[config.mk]
export PLATFORM = sky130hd
export DESIGN_NAME = vend_cmd_arbiter
export DESIGN_NICKNAME = d
export VERILOG_FILES = /design/src/rtl/vend_cmd_arbiter.sv
export SDC_FILE = /design/constraint.sdc
export NUM_CORES = 1
export LEC_CHECK = 0
export BUFFER_PORTS_ARGS = -buffer_cell sky130_fd_sc_hd__buf_2
export CAP_MARGIN = 15
export CORE_MARGIN = 1
export CORE_UTILIZATION = 54
export DETAILED_ROUTE_END_ITERATION = 7
export HOLD_SLACK_MARGIN = 0.15
export PLACE_DENSITY = 0.86
export SLEW_MARGIN = 5
export SYNTH_ARGS = -nofsm -noshare
export SYNTH_HDL_FRONTEND = slang
export SYNTH_SLANG_ARGS = --single-unit
[constraint.sdc]
create_clock -name clk -period 5.9 [get_ports clk]
set_clock_uncertainty 0.15 [all_clocks]
set_input_delay 1.18 -clock clk [delete_from_list [all_inputs] [get_ports clk]]
set_output_delay 1.18 -clock clk [all_outputs]
set_load 0.02 [all_outputs]
[src/rtl/vend_cmd_arbiter.sv]
// Command arbiter: turns gesture pulses and key presses into one-hot, fixed-priority,
// gap-spaced command pulses for the vending datapath, holding them off while it is busy.
module vend_cmd_arbiter #(
  parameter int unsigned GAP_CYC = 32'd2_500_000
) (
  input  logic       clk,
  input  logic       rst,
  input  logic [3:0] gest_flag,
  input  logic [2:0] key,
  input  logic       busy,
  output logic [3:0] cmd_flag,
  output logic       cmd_src,
  output logic [3:0] pend,
  output logic [7:0] drop_cnt,
  output logic       idle
);

  typedef enum logic {
    ST_IDLE = 1'b0,
    ST_GAP  = 1'b1
  } state_t;

  localparam logic [23:0] GAP_LD = GAP_CYC[23:0];

  state_t      state_q, state_d;
  logic [23:0] cnt_q, cnt_d;
  logic [2:0]  key_d_q, key_d_d;
  logic [3:0]  pend_q, pend_d;
  logic [3:0]  src_q, src_d;
  logic [7:0]  drop_cnt_q, drop_cnt_d;
  logic [3:0]  cmd_flag_q, cmd_flag_d;
  logic        cmd_src_q, cmd_src_d;
  logic        idle_q, idle_d;

  logic [2:0]  key_rise_s;
  logic [3:0]  key_ev_s;
  logic [3:0]  grant_s;
  logic [2:0]  drops_s;
  logic [8:0]  drop_sum_s;

  // Event detection, pending-set bookkeeping, drop counting and FSM next state
  always_comb begin
    key_d_d    = key;
    key_rise_s = key & ~key_d_q;
    // Keys map onto commands: key2 -> cmd1, key1 -> cmd0, key0 -> cmd2.
    key_ev_s   = {1'b0, key_rise_s[0], key_rise_s[2], key_rise_s[1]};

    if ((state_q == ST_IDLE) && !busy && (pend_q != 4'b0000)) begin
      if (pend_q[2]) begin
        grant_s = 4'b0100;
      end else if (pend_q[1]) begin
        grant_s = 4'b0010;
      end else if (pend_q[0]) begin
        grant_s = 4'b0001;
      end else begin
        grant_s = 4'b1000;
      end
    end else begin
      grant_s = 4'b0000;
    end

    pend_d  = pend_q;
    src_d   = src_q;
    drops_s = 3'd0;
    if (busy) begin
      pend_d = 4'b0000;
      for (int i = 0; i < 4; i++) begin
        drops_s = drops_s + {2'b00, gest_flag[i]} + {2'b00, key_ev_s[i]};
      end
    end else begin
      for (int i = 0; i < 4; i++) begin
        if (gest_flag[i]) begin
          if (!pend_q[i] || grant_s[i]) begin
            pend_d[i] = 1'b1;
            src_d[i]  = 1'b1;
          end else begin
            drops_s = drops_s + 3'd1;
          end
          // A same-cycle key event for this command always loses to the gesture.
          drops_s = drops_s + {2'b00, key_ev_s[i]};
        end else if (key_ev_s[i]) begin
          if (!pend_q[i] || grant_s[i]) begin
            pend_d[i] = 1'b1;
            src_d[i]  = 1'b0;
          end else begin
            drops_s = drops_s + 3'd1;
          end
        end else begin
          pend_d[i] = pend_q[i] & ~grant_s[i];
        end
      end
    end

    drop_sum_s = {1'b0, drop_cnt_q} + {6'd0, drops_s};
    drop_cnt_d = drop_sum_s[8] ? 8'hFF : drop_sum_s[7:0];

    state_d    = state_q;
    cnt_d      = cnt_q;
    cmd_flag_d = 4'b0000;
    cmd_src_d  = cmd_src_q;
    case (state_q)
      ST_IDLE: begin
        if (grant_s != 4'b0000) begin
          state_d    = ST_GAP;
          cnt_d      = GAP_LD;
          cmd_flag_d = grant_s;
          cmd_src_d  = |(grant_s & src_q);
        end else begin
          state_d = ST_IDLE;
        end
      end
      ST_GAP: begin
        if (cnt_q <= 24'd1) begin
          state_d = ST_IDLE;
          cnt_d   = 24'd0;
        end else begin
          cnt_d = cnt_q - 24'd1;
        end
      end
      default: begin
        state_d = ST_IDLE;
        cnt_d   = 24'd0;
      end
    endcase

    idle_d = (state_d == ST_IDLE) && (pend_d == 4'b0000);
  end

  // State, pending register and registered outputs
  always_ff @(posedge clk) begin
    if (rst) begin
      state_q    <= ST_IDLE;
      cnt_q      <= 24'd0;
      key_d_q    <= 3'b000;
      pend_q     <= 4'b0000;
      src_q      <= 4'b0000;
      drop_cnt_q <= 8'd0;
      cmd_flag_q <= 4'b0000;
      cmd_src_q  <= 1'b0;
      idle_q     <= 1'b0;
    end else begin
      state_q    <= state_d;
      cnt_q      <= cnt_d;
      key_d_q    <= key_d_d;
      pend_q     <= pend_d;
      src_q      <= src_d;
      drop_cnt_q <= drop_cnt_d;
      cmd_flag_q <= cmd_flag_d;
      cmd_src_q  <= cmd_src_d;
      idle_q     <= idle_d;
    end
  end

  assign cmd_flag = cmd_flag_q;
  assign cmd_src  = cmd_src_q;
  assign pend     = pend_q;
  assign drop_cnt = drop_cnt_q;
  assign idle     = idle_q;

endmodule
==> out/qor.txt, run 1 <==
Outcome - completed
Synth cell types - 52
CP endpoint kind - flop
Core box area - 5240 sq um
Vias - 2884
R2R Path Start - pend[1]$_SDFF_PP0_
Fin. max-slew vios - 0
Area Overhead vs Synth - 14.1%
Max Buffers Root-to-Sink - 2
Port Buffers - 27
Via density - 6.01
CTS Buf Count - 5
Nets - 436
WP data arrival - 5.72 ns
Synth Flop Type - dfxtp_1
WP buf/inv - 1
Post-synthesis mux area share - 1.67%
Worst IR Drop VDD - 0.204 mV
Multi-input gate area - 1860 sq um
Critical path's slowest cell - or3_4
Worst slew pin tran - 0.875 ns
WL per Instance - 14.2 microns
Fin crit share - 95.7%
Max Cap Viol - 0
Post-synth ARST share - 0%
Min-Delay Path Class - flop to flop
YS warnings - 0
Fmax - 177 MHz
CTS Root Cell - clkbuf_8
Start point of the critical path - busy
Global route overflow - 0
Setup violators final - 0
First-pass GRT wire length - 11800 microns
CTS Sinks - 50
Clock-pin slew on the worst setup and hold paths - 0.09 ns
H-tree depth - 2
Initial DRC count - 286
Die Footprint - 5850 sq um
N_diodes - 0
CP max FO - 5
Critical Path Start Type - input pin
Max transition margin - 41.6%
GRT Total Usage - 24.6%
Critical Path Max Stage Delay - 0.40 ns
Chip width - 76.5 microns
Antenna-violating nets left - 0
Commonest non-fill, non-tap cell in the layout - dfxtp_1
Power Dens Cells - 322 nW/um^2
Main combinational cell family by area after synthesis - simple AND/OR/NAND/NOR gates
Vias in the first global route - 2670
CP required - 5.98 ns
Drc violations - 0
Xor/xnor share of the synthesized area - 4.35%
Fill cells - 459
CTS tree - yes
Number of cell rows - 26
Initial antenna violation count - 0
Critical path class - input pin to flop
Crit path top cell by count - ha_1
Mean Syn Cell Area - 7.92 sq um
Initial Utilization - 57.2%
Syn Inst Count - 378
Drt first pass iters - 4
DIE HEIGHT - 76.5 microns
Final Wtd Congestion - 0.858
#FFs+latches synth - 50
Pin count of the biggest net entering global routing - 50
Synthesized Nets - 405
Hold Path Origin - src_q[2]$_SDFFE_PP0P_
Simple-gate share of the synthesized area - 25.2%
Hpwl dp - 4790 microns
Final hold violation count - 0
Leakage Power - 0.00142 uW
# IOs - 28
Top cell family by delay on the critical path - simple AND/OR/NAND/NOR gates
Layout cells sized above 1 - 15.4%
Final Cell Area - 3420 sq um
Cell area after synthesis - 2990 sq um
Post-synthesis adder-cell area fraction - 8.36%
Final period demand of the worst path - 5.65 ns
Hold_ws - 0.331 ns
Register area share after synthesis - 33.4%
Post-synthesis compound-gate area fraction - 21.7%
Post-synth EDFFs - 0
Register area - 1000 sq um
Commonest cells after routing, fill and taps aside - 50 x dfxtp_1, 47 x nor2_1, 35 x a21oi_1, 29 x nor3_1, 27 x buf_2
Clock Latency Late Sink - 0.31 ns
DP Area - 3260 sq um
Total wire length - 6800 microns
==> path summary, 6_finish.rpt <==
path | to | slack, ns | cells past startpoint
max | drop_cnt[1]$_SDFF_PP0_ | 0.25 | 25
max reg2reg | drop_cnt[1]$_SDFF_PP0_ | 0.64 | 24
min | src_q[2]$_SDFFE_PP0P_ | 0.33 | 2
min reg2reg | src_q[2]$_SDFFE_PP0P_ | 0.33 | 2
==> synthesized netlist by cell type, types with 3 or more instances <==
cell / n / area, sq um
dfxtp_1: 50 / 1000
nor2_1: 48 / 180
a21oi_1: 35 / 175
nor3_1: 29 / 145
nand2_1: 21 / 78.8
o21ai_0: 20 / 100
inv_1: 19 / 71.3
ha_1: 12 / 150
clkbuf_1: 10 / 37.5
xnor2_1: 9 / 78.8
and3_1: 8 / 50.1
nor4_1: 8 / 50.1
buf_2: 7 / 35.0
nand3_1: 7 / 35.0
nor2b_1: 7 / 43.8
or3_1: 7 / 43.8
a211oi_1: 6 / 45.0
a221oi_1: 5 / 43.8
fa_1: 5 / 100
mux2i_1: 5 / 50.1
nand2b_1: 5 / 31.3
a311oi_1: 4 / 35.0
a31oi_1: 4 / 25.0
o31ai_1: 4 / 30.0
xor2_1: 4 / 35.0
nor3b_1: 3 / 22.5
o21a_1: 3 / 22.5
==> worst register-to-register path, cell delays in order (launching register included) <==
cell      delay (ns)
dfxtp_1         0.51
nor2_1          0.13
a21boi_2        0.18
ha_1            0.25
mux2i_2         0.20
xnor2_1         0.09
ha_1            0.27
nor2b_1         0.05
or3_4           0.40
xnor2_2         0.17
ha_2            0.23
mux2i_1         0.07
and3_1          0.20
or3_1           0.37
ha_1            0.21
nand3_1         0.09
xnor2_1         0.14
xnor2_1         0.17
mux2i_1         0.11
ha_1            0.33
nor2b_1         0.15
o21a_1          0.13
nand2_1         0.08
or2_2           0.35
a21oi_1         0.15
==> where the power goes <==
group,internal (uW),switching (uW)
combinational,158,238
sequential,378,38.8
clock,170,116
==> state kept, by name, indices dropped and copies added, names as in the netlist <==
register / flops
cmd_src: 1
cmd_flag: 4
src_q: 4
idle: 1
pend: 4
drop_cnt: 8
key_d_q: 3
state_q: 1
cnt_q: 24
==> per-stage QoR <==
step	TNS (ns)	util, %	power (uW)	cells	setup WS (ns)
final	0	65.2	1100	480	0.254
after global routing	-0.00949	65.2	1170	480	-0.00557
after CTS	0	64.9	1100	480	0.123
after detailed placement	-1.02	62.3	809	472	-0.179
after global placement	0	62.3	798	472	0.0280
after floorplan	0	-	714	378	0.0351
==> layout make-up <==
| cell class | count | area share, % |
|---|---|---|
| Timing Repair Buffer | 43 | 7.47 |
| Multi-Input combinational cell | 290 | 54.6 |
| Inverter | 19 | 2.09 |
| Sequential cell | 50 | 29.3 |
| Clock inverter | 3 | 2.01 |
| Clock buffer | 5 | 2.01 |
| Tap cell | 70 | 2.56 |
==> cells by family (layout without fill, tap and decap cells) <==
group	count (synthesis)	after routing
compound gates	101	101
xor+xnor	14	14
fa+ha+maj	17	17
buf+inv	38	70
flops	50	50
mux	5	5
simple gates	153	153
==> timing repair <==
item | 4_1_cts | 5_1_grt
endpoints found under the setup margin | 0 | 8
buffers inserted | 0 | 0
resized for setup | 0 | 5
hold buffers | 0 | 0
==> layer usage <==
layer	global-route usage, %	up-vias	wire length (microns)
met5	0	-	0
met2	41.2	114	3240
li1	-	1421	-
met3	5.39	12	438
met4	7.31	0	91
met1	31.6	1337	3040
(Power assumes the default switching activity.)
==> inputs of run 2 (changes only) <==
--- a/config.mk
+++ b/config.mk
@@ -7,11 +7,12 @@
 export LEC_CHECK = 0
 export BUFFER_PORTS_ARGS = -buffer_cell sky130_fd_sc_hd__buf_2
 export CAP_MARGIN = 15
+export CORE_ASPECT_RATIO = 0.5
 export CORE_MARGIN = 1
 export CORE_UTILIZATION = 54
 export DETAILED_ROUTE_END_ITERATION = 7
 export HOLD_SLACK_MARGIN = 0.15
-export PLACE_DENSITY = 0.86
+export PLACE_DENSITY_LB_ADDON = 0.1
 export SLEW_MARGIN = 5
 export SYNTH_ARGS = -nofsm -noshare
 export SYNTH_HDL_FRONTEND = slang
==> out/qor.txt, run 2 (synthesis results as in run 1) <==
Outcome - completed (unchanged)
Pin count of the biggest net entering global routing - 50 (unchanged)
CP required - 5.92 ns (was 5.98 ns)
Clock Latency Late Sink - 0.32 ns (was 0.31 ns)
Fin. max-slew vios - 0 (unchanged)
N_diodes - 0 (unchanged)
Setup TNS - 0 ns (unchanged)
Layout cells sized above 1 - 15.7% (was 15.4%)
Max transition margin - 41.3% (was 41.6%)
Initial Utilization - 58.3% (was 57.2%)
RSZ-0062 raised after global routing - no
Hpwl dp - 5200 microns (was 4790 microns)
Total wire length - 7150 microns (was 6800 microns)
Final hold violation count - 0 (unchanged)
Final Wtd Congestion - 0.866 (was 0.858)
Leakage Power - 0.00142 uW (about the same)
Worst slew pin tran - 0.880 ns (was 0.875 ns)
Min-Delay Path Class - flop to flop (unchanged)
CTS Sinks - 50 (unchanged)
Setup violators final - 0 (unchanged)
Max Buffers Root-to-Sink - 2 (unchanged)
Vias in the first global route - 2571 (was 2670)
CTS Buf Count - 5 (unchanged)
Final period demand of the worst path - 5.56 ns (was 5.65 ns)
Commonest cells after routing, fill and taps aside - 50 x dfxtp_1, 47 x nor2_1, 35 x a21oi_1, 29 x nor3_1, 27 x buf_2 (unchanged)
Port Buffers - 27 (unchanged)
Max Cap Viol - 0 (unchanged)
Nets - 440 (was 436)
Antenna-violating nets left - 0 (unchanged)
Worst IR Drop VDD - 0.189 mV (was 0.204 mV)
Number of cell rows - 18 (was 26)
Fmax - 180 MHz (was 177 MHz)
CP max FO - 4 (was 5)
Chip width - 107 microns (was 76.5 microns)
First-pass GRT wire length - 11800 microns (about the same)
Drt first pass iters - 4 (unchanged)
Die Footprint - 5860 sq um (was 5850 sq um)
H-tree depth - 2 (unchanged)
Fin crit share - 94.3% (was 95.7%)
Commonest non-fill, non-tap cell in the layout - dfxtp_1 (unchanged)
Vias - 2872 (was 2884)
Via density - 5.93 (was 6.01)
Core box area - 5130 sq um (was 5240 sq um)
Initial antenna violation count - 0 (unchanged)
Area Overhead vs Synth - 14.1% (about the same)
CTS Root Cell - clkbuf_8 (unchanged)
CTS tree - yes (unchanged)
Global route overflow - 0 (unchanged)
GRT Total Usage - 26.2% (was 24.6%)
Critical Path Start Type - input pin (unchanged)
DIE HEIGHT - 54.7 microns (was 76.5 microns)
# IOs - 28 (unchanged)
Power Dens Cells - 316 nW/um^2 (was 322 nW/um^2)
Critical path class - input pin to flop (unchanged)
WP data arrival - 5.58 ns (was 5.72 ns)
Clock-pin slew on the worst setup and hold paths - 0.10 ns (was 0.09 ns)
CP endpoint kind - flop (unchanged)
WL per Instance - 14.8 microns (was 14.2 microns)
Most flops, register - cnt_q (unchanged)
Drc violations - 0 (unchanged)
Initial DRC count - 155 (was 286)
Pre-CTS setup slack - -0.186 ns (was -0.179 ns)
Max reg flops - 24 (unchanged)
Final WS setup - 0.337 ns (was 0.254 ns)
## run 2: changes by cell type in the layout (fill, tap and decap cells not counted)
cell       change
buf_4          +4
clkinv_4       -1
bufinv_16      -1
inv_6          +2
xnor2_1        +1
or3_4          -1
or3_1          +1
xnor2_2        -1
or2_4          +1
or2_2          -1
## run 2: through the flow
step	cells	util (%)	instance area, sq um	total power, uW	hold slack (ns)
floorplan	378	-	3010	714	0.290
global placement	476	64.1	3290	811	0.305
detailed placement	476	64.1	3290	827	0.309
CTS	484	66.3	3410	1080	0.324
global route	484	66.5	3420	1150	0.347
finish	484	66.5	3420	1080	0.322
## run 2: timing repair
| action | 4_1_cts | 5_1_grt |
|---|---|---|
| hold buffers | 0 | 0 |
| endpoints found under the setup margin | 0 | 7 |
| gates resized for setup | 0 | 4 |
| buffers inserted | 0 | 0 |
## run 2: cell type report
class                           count  area, sq um
Clock buffer                        5         68.8
Clock inverter                      3         47.5
Fill cell                         446         1720
Inverter                           19         71.3
Multi-Input combinational cell    290         1850
Sequential cell                    50         1000
Tap cell                           70         87.6
Timing Repair Buffer               47          285
## run 2: path summary, 6_finish.rpt
path | slack, ns | start | depth (start not counted) | to
max | 0.34 | busy | 25 | drop_cnt[6]$_SDFF_PP0_
max reg2reg | 0.86 | pend[1]$_SDFF_PP0_ | 24 | drop_cnt[6]$_SDFF_PP0_
min | 0.32 | src_q[1]$_SDFFE_PP0P_ | 2 | src_q[1]$_SDFFE_PP0P_
min reg2reg | 0.32 | src_q[1]$_SDFFE_PP0P_ | 2 | src_q[1]$_SDFFE_PP0P_
## run 2: power breakdown
group | internal (uW) | total (uW) | switching (uW)
sequential | 378 | 416 | 37.8
combinational | 162 | 409 | 246
clock | 129 | 254 | 124
total | 670 | 1080 | 408
## run 2: worst max-delay path, cell delays in order
cell,delay (ns)
buf_2,0.12
nor2_4,0.09
a21boi_2,0.06
ha_1,0.31
mux2i_2,0.21
xnor2_1,0.10
ha_1,0.27
nor2b_1,0.04
or3_1,0.41
xnor2_1,0.17
ha_2,0.23
mux2i_1,0.07
and3_1,0.20
or3_1,0.35
ha_1,0.21
nand3_1,0.10
xnor2_1,0.14
xnor2_1,0.15
mux2i_1,0.10
ha_1,0.33
nor2b_1,0.14
o21a_1,0.14
nand2_1,0.09
nor4bb_1,0.27
nor3_1,0.08
## run 2: per-layer routing
layer | global-route usage (%) | wire length, microns
met1 | 33.6 | 3410
met2 | 45.6 | 3340
met3 | 4.40 | 331
met4 | 9.82 | 70
met5 | 0 | 0
